--- config.mk ---
export PLATFORM = sky130hd
export DESIGN_NAME = accel_loader
export DESIGN_NICKNAME = d
export VERILOG_FILES = /design/src/rtl/accel_loader.sv
export SDC_FILE = /design/constraint.sdc
export NUM_CORES = 1
export LEC_CHECK = 0
export CAP_MARGIN = 20
export CORE_ASPECT_RATIO = 0.7
export CORE_UTILIZATION = 43
export CTS_CLUSTER_SIZE = 20
export DETAILED_ROUTE_END_ITERATION = 10
export GPL_TIMING_DRIVEN = 0
export PLACE_DENSITY = 0.67
export SLEW_MARGIN = 20
export SYNTH_ARGS = -nofsm -noshare
export SYNTH_HDL_FRONTEND = slang
export SYNTH_SLANG_ARGS = --single-unit
--- constraint.sdc ---
create_clock -name clk -period 2.05 [get_ports clk]
set_input_delay 0.41 -clock clk [delete_from_list [all_inputs] [get_ports clk]]
set_output_delay 0.41 -clock clk [all_outputs]
set_load 0.02 [all_outputs]
--- src/rtl/accel_loader.sv ---
// Byte-stream packet loader: decodes INSTR / DATA / START packets into instruction writes,
// data-memory writes and bounded ce runs. Define LOADER_CHECKSUM_EN for a trailing XOR checksum byte.
`timescale 1ns/1ps
module accel_loader #(
  parameter int NUM_SIZE   = 16,
  parameter int BUFFER_LEN = 32,
  parameter int RUN_CYCLES = 6
) (
  input  logic                          clk,
  input  logic                          rst,
  input  logic [7:0]                    in_data,
  input  logic                          in_valid,
  output logic                          in_ready,
  output logic                          instr_we,
  output logic [4:0]                    instr_addr,
  output logic [23:0]                   instr_wdata,
  output logic                          mem_we,
  output logic [$clog2(BUFFER_LEN)-1:0] mem_addr,
  output logic [NUM_SIZE-1:0]           mem_wdata,
  output logic                          ce,
  output logic                          busy,
  output logic                          pkt_err
);

  localparam int AW = $clog2(BUFFER_LEN);
  localparam int RW = $clog2(RUN_CYCLES + 1);
  localparam logic [1:0] T_INSTR = 2'b00;
  localparam logic [1:0] T_DATA  = 2'b01;
  localparam logic [1:0] T_START = 2'b10;

  typedef enum logic [2:0] {
    IDLE,
    PAYLOAD,
`ifdef LOADER_CHECKSUM_EN
    CHECK,
`endif
    COMMIT,
    RUN
  } state_t;

  state_t          state;
  logic [1:0]      typ;
  logic [4:0]      addr;
  logic [2:0]      cnt;
  logic [31:0]     shreg;
  logic [RW-1:0]   run_cnt;
  logic [31:0]     word;
  logic            xfer;
  logic            commit_go;
  logic            run_go;
  logic            addr_ok;
`ifdef LOADER_CHECKSUM_EN
  logic [7:0]      csum;
`endif

  assign xfer    = in_valid && in_ready;
  assign busy    = (state != IDLE);
  assign addr_ok = ({27'd0, addr} < 32'(BUFFER_LEN));

  // While the last payload byte is on the bus the word includes it; otherwise it is already shifted in.
  always_comb begin
    word = (state == PAYLOAD) ? {shreg[23:0], in_data} : shreg;
  end

  always_comb begin
    commit_go = 1'b0;
    run_go    = 1'b0;
`ifdef LOADER_CHECKSUM_EN
    if (state == CHECK && xfer && in_data == csum) begin
      commit_go = (typ != T_START);
      run_go    = (typ == T_START);
    end
`else
    commit_go = (state == PAYLOAD) && xfer && (cnt == 3'd1);
    run_go    = (state == IDLE) && xfer && (in_data[7:6] == T_START);
`endif
  end

  always_ff @(posedge clk or negedge rst) begin
    if (!rst) begin
      state       <= IDLE;
      typ         <= 2'b00;
      addr        <= 5'd0;
      cnt         <= 3'd0;
      shreg       <= 32'd0;
      run_cnt     <= '0;
      in_ready    <= 1'b0;
      instr_we    <= 1'b0;
      instr_addr  <= 5'd0;
      instr_wdata <= 24'd0;
      mem_we      <= 1'b0;
      mem_addr    <= '0;
      mem_wdata   <= '0;
      ce          <= 1'b0;
      pkt_err     <= 1'b0;
`ifdef LOADER_CHECKSUM_EN
      csum        <= 8'd0;
`endif
    end else begin
      instr_we <= 1'b0;
      mem_we   <= 1'b0;
      pkt_err  <= 1'b0;
      case (state)
        IDLE: begin
          in_ready <= 1'b1;
          if (xfer) begin
            typ   <= in_data[7:6];
            addr  <= in_data[4:0];
            shreg <= 32'd0;
`ifdef LOADER_CHECKSUM_EN
            csum  <= in_data;
`endif
            case (in_data[7:6])
              T_INSTR: begin
                cnt   <= 3'd3;
                state <= PAYLOAD;
              end
              T_DATA: begin
                cnt   <= 3'(NUM_SIZE / 8);
                state <= PAYLOAD;
              end
`ifdef LOADER_CHECKSUM_EN
              T_START: state <= CHECK;
`else
              T_START: ;
`endif
              default: pkt_err <= 1'b1;
            endcase
          end
        end
        PAYLOAD: begin
          if (xfer) begin
            shreg <= word;
            cnt   <= cnt - 3'd1;
`ifdef LOADER_CHECKSUM_EN
            csum  <= csum ^ in_data;
            if (cnt == 3'd1) state <= CHECK;
`endif
          end
        end
`ifdef LOADER_CHECKSUM_EN
        CHECK: begin
          if (xfer && in_data != csum) begin
            pkt_err <= 1'b1;
            state   <= IDLE;
          end
        end
`endif
        COMMIT: begin
          in_ready <= 1'b1;
          state    <= IDLE;
        end
        RUN: begin
          if (run_cnt == '0) begin
            ce       <= 1'b0;
            in_ready <= 1'b1;
            state    <= IDLE;
          end else begin
            run_cnt <= run_cnt - RW'(1);
          end
        end
        default: state <= IDLE;
      endcase

      // Packet completion overrides the per-state defaults above.
      if (commit_go) begin
        state    <= COMMIT;
        in_ready <= 1'b0;
        if (typ == T_INSTR) begin
          instr_we    <= 1'b1;
          instr_addr  <= addr;
          instr_wdata <= word[23:0];
        end else if (addr_ok) begin
          mem_we    <= 1'b1;
          mem_addr  <= addr[AW-1:0];
          mem_wdata <= word[NUM_SIZE-1:0];
        end else begin
          pkt_err <= 1'b1;
        end
      end
      if (run_go) begin
        state    <= RUN;
        in_ready <= 1'b0;
        ce       <= 1'b1;
        run_cnt  <= RW'(RUN_CYCLES - 1);
      end
    end
  end

endmodule
==> flow_summary.toml <==
[worst_setup_path]
path_class = "input pin to flop"
critical_path_depth = 5
slowest_delay_ns = 0.56
critPathTopFamily = "buffers and inverters"
path_cells = "clkdlybuf4s50_1 > nand4b_4 > nor3_4 > buf_2 > mux2_2"
reg2reg_to = "instr_wdata[4]"
cp.arrival_ns = 2.19
startpoint = "in_valid"
crit_end = "mem_wdata[1]"
worstSetupStartpointType = "input pin"
reg2reg_slack_ns = 0.14
cp-end-kind = "flop"
cp_slowest_cell = "clkdlybuf4s50_1"
r2r_cells = 5
cp_max_fo = 10
rr_startpoint = "state[1]"
crit_buf_inv = 2
cp.required_ns = 2.27

[finish]
area_delta_synth_final_pct = 28.04
drive_gt1_share_pct = 31.74
final_util_pct = 57.15
fillers = 752
num-nets-final = 368
seq_area_sq_um = 2352
fin_area_sq_um = 5205
multi_input_area_sq_um = 1595
final_cell_count_no_fill = 480
diodes = 0

[routing]
vias = 2463
drtPass1Iterations = 4
routed_via_density = 5.131
wirelength_microns = 8362
drtIter0Drc = 127
wire_per_inst_microns = 17.42
ant_nets = 0
drc = 0

[synthesis]
netlist_instances = 274
netlist_area_sq_um = 4065
syn-num-nets = 289
ys.flop_type = "dfrtp_1"
synth_warnings = 0
ys_seq_area_share_pct = 57.86
synth_edf_count = 0
avgSynthCellArea_sq_um = 14.84
ys_types = 33
synthArstFlopShare_pct = 100.0
synth-seq-cells = 94

[placed_design]
dp.cells = 465
dp_hpwl_microns = 5692
gp_congestion = 0.7290
dpl-instance-area_sq_um = 4910
portBuffers = 66
dp_slack_ns = -0.6618

[sta]
fin_worst_skew_ns = 0.006235
finalSetupViolCount = 0
slew_violations = 0
rsz0062_at_grt = "no"
fin_ws_ns = 0.07421
hold_viol = 0
min_period_over_period_pct = 96.38
slew_headroom_pct = 65.15
max_freq_ghz = 0.5061
finalCriticalPeriod_ns = 1.976
tightest_slew_ns = 0.5228

[power_and_ir_drop]
power_density_nw_per_um2 = 1488
finalPower_uw = 7744
p_leak_uw = 0.002478
ir_drop_mv = 0.6808

[die]
initial_core_util_pct = 44.64
core-area_sq_um = 9107
die_area_sq_um = 9853
die_y_microns = 83.35
fp-row-count = 29
io_pins = 67
die-width_microns = 118.2

[run]
drv_cap = 0

[grt]
grt_pass1_vias = 2577
antenna_found_initial = 0
grt_first_pass_wirelength_microns = 13910
grt-ovfl-total = 0
track_usage_pct = 18.56
grt_max_degree = 78

[cts]
clock_latency_ns = 0.33
clockRootBuffer = "clkbuf_16"
tritoncts = "done"
cts_buffer_depth = 2
htreeDepth = 3
cts_made_buffers = 9
cts_setup_buffers = 0
numClockSinks = 94
clkTransAtPathRegs_ns = 0.06

[outcome]
run_status = "completed"

[hold_path]
min_path_type = "input pin to asynchronous set/reset pin"
-- Yosys cell counts, types with 3 or more instances --
cell type | count | area share [%]
mux2_2 | 52 | 14
nand2_1 | 7 | 0.65
nand3b_1 | 3 | 0.55
buf_2 | 7 | 0.86
dfrtp_1 | 94 | 58
a22o_1 | 23 | 5.0
inv_1 | 8 | 0.74
mux2_4 | 29 | 11
clkbuf_1 | 5 | 0.46
buf_6 | 4 | 1.1
o21ai_0 | 10 | 1.2
ha_1 | 4 | 1.2
-- per-layer routing --
| layer | vias up | share of wire [%] | global-route usage [%] |
|---|---|---|---|
| li1 | 1146 | - | - |
| met1 | 1249 | 51 | 27.11 |
| met2 | 60 | 42 | 26.36 |
| met3 | 8 | 5.7 | 6.113 |
| met4 | 0 | 0.84 | 4.895 |
| met5 | - | 0 | 0 |
-- placed cells by master, fill, tap and decap left out, types with 2 or more instances in the layout --
cell | synthesis | routed
a22o_1 | 23 | 23
and3_1 | 2 | 2
buf_2 | 7 | 6
buf_6 | 4 | 5
clkbuf_1 | 5 | 7
clkbuf_16 | 0 | 9
clkdlybuf4s50_1 | 0 | 64
dfrtp_1 | 94 | 94
ha_1 | 4 | 4
inv_1 | 8 | 8
mux2_2 | 52 | 52
mux2_4 | 29 | 29
nand2_1 | 7 | 7
nand2b_1 | 2 | 2
nand3_1 | 2 | 2
nand3b_1 | 3 | 3
nor2_1 | 2 | 2
nor2b_1 | 2 | 2
o21ai_0 | 10 | 10
or2_2 | 2 | 2
or3_1 | 2 | 2
-- report_power, final --
| group | switching, uW | leakage [uW] | internal [uW] |
|---|---|---|---|
| combinational | 1480 | 0.00111 | 1700 |
| sequential | 482 | 0.00124 | 2520 |
| clock | 635 | 0.000132 | 931 |
| total | 2600 | 0.00248 | 5150 |
-- metrics by stage --
step                      TNS [ns]  hold WS (ns)
after floorplan                  0        0.1144
after global placement     -294.43        0.4781
after detailed placement    -20.21        0.2580
after CTS                        0        0.4751
after global routing             0        0.4886
final                            0        0.4764
-- registers in the layout, summed over array words and instances, names as in the netlist, 2 cells and up --
name / count
instr_wdata: 24
shreg: 24
mem_wdata: 16
addr: 5
instr_addr: 5
mem_addr: 5
cnt: 3
run_cnt: 3
state: 2
typ: 2
-- worst min path at each step --
stage	end	slack (ns)	depth (start not counted)
2_1_floorplan	addr[0]	0.11	0
3_3_place_gp	shreg[21]	0.48	1
3_5_place_dp	instr_wdata[8]	0.26	1
4_1_cts	instr_wdata[22]	0.48	2
5_1_grt	instr_wdata[17]	0.49	2
6_report	instr_wdata[8]	0.48	2
-- cell families after synthesis --
group,after synthesis,share of synthesized area [%]
AOI/OAI and AO/OA,41,7.787
adders and majority gates,4,1.231
buffers and inverters,24,3.170
DFF,94,57.86
muxes,81,25.12
and+or+nand+nor,30,4.832
-- repair_timing --
item,4_1_cts,5_1_grt
endpoints found under the setup margin,31,3
hold buffers,1,0
gates resized for setup,4,1
endpoints found under the hold margin,17,0
gates cloned,0,0
-- area by class of cell --
class / instances / area share (%)
Multi-Input combinational cell: 156 / 30.65
Sequential cell: 94 / 45.19
Tap cell: 124 / 2.981
Timing Repair Buffer: 68 / 13.41
Buffer: 16 / 1.971
Clock buffer: 12 / 4.543
Clock inverter: 2 / 0.6731
Inverter: 8 / 0.5769
(Power assumes the default switching activity.)
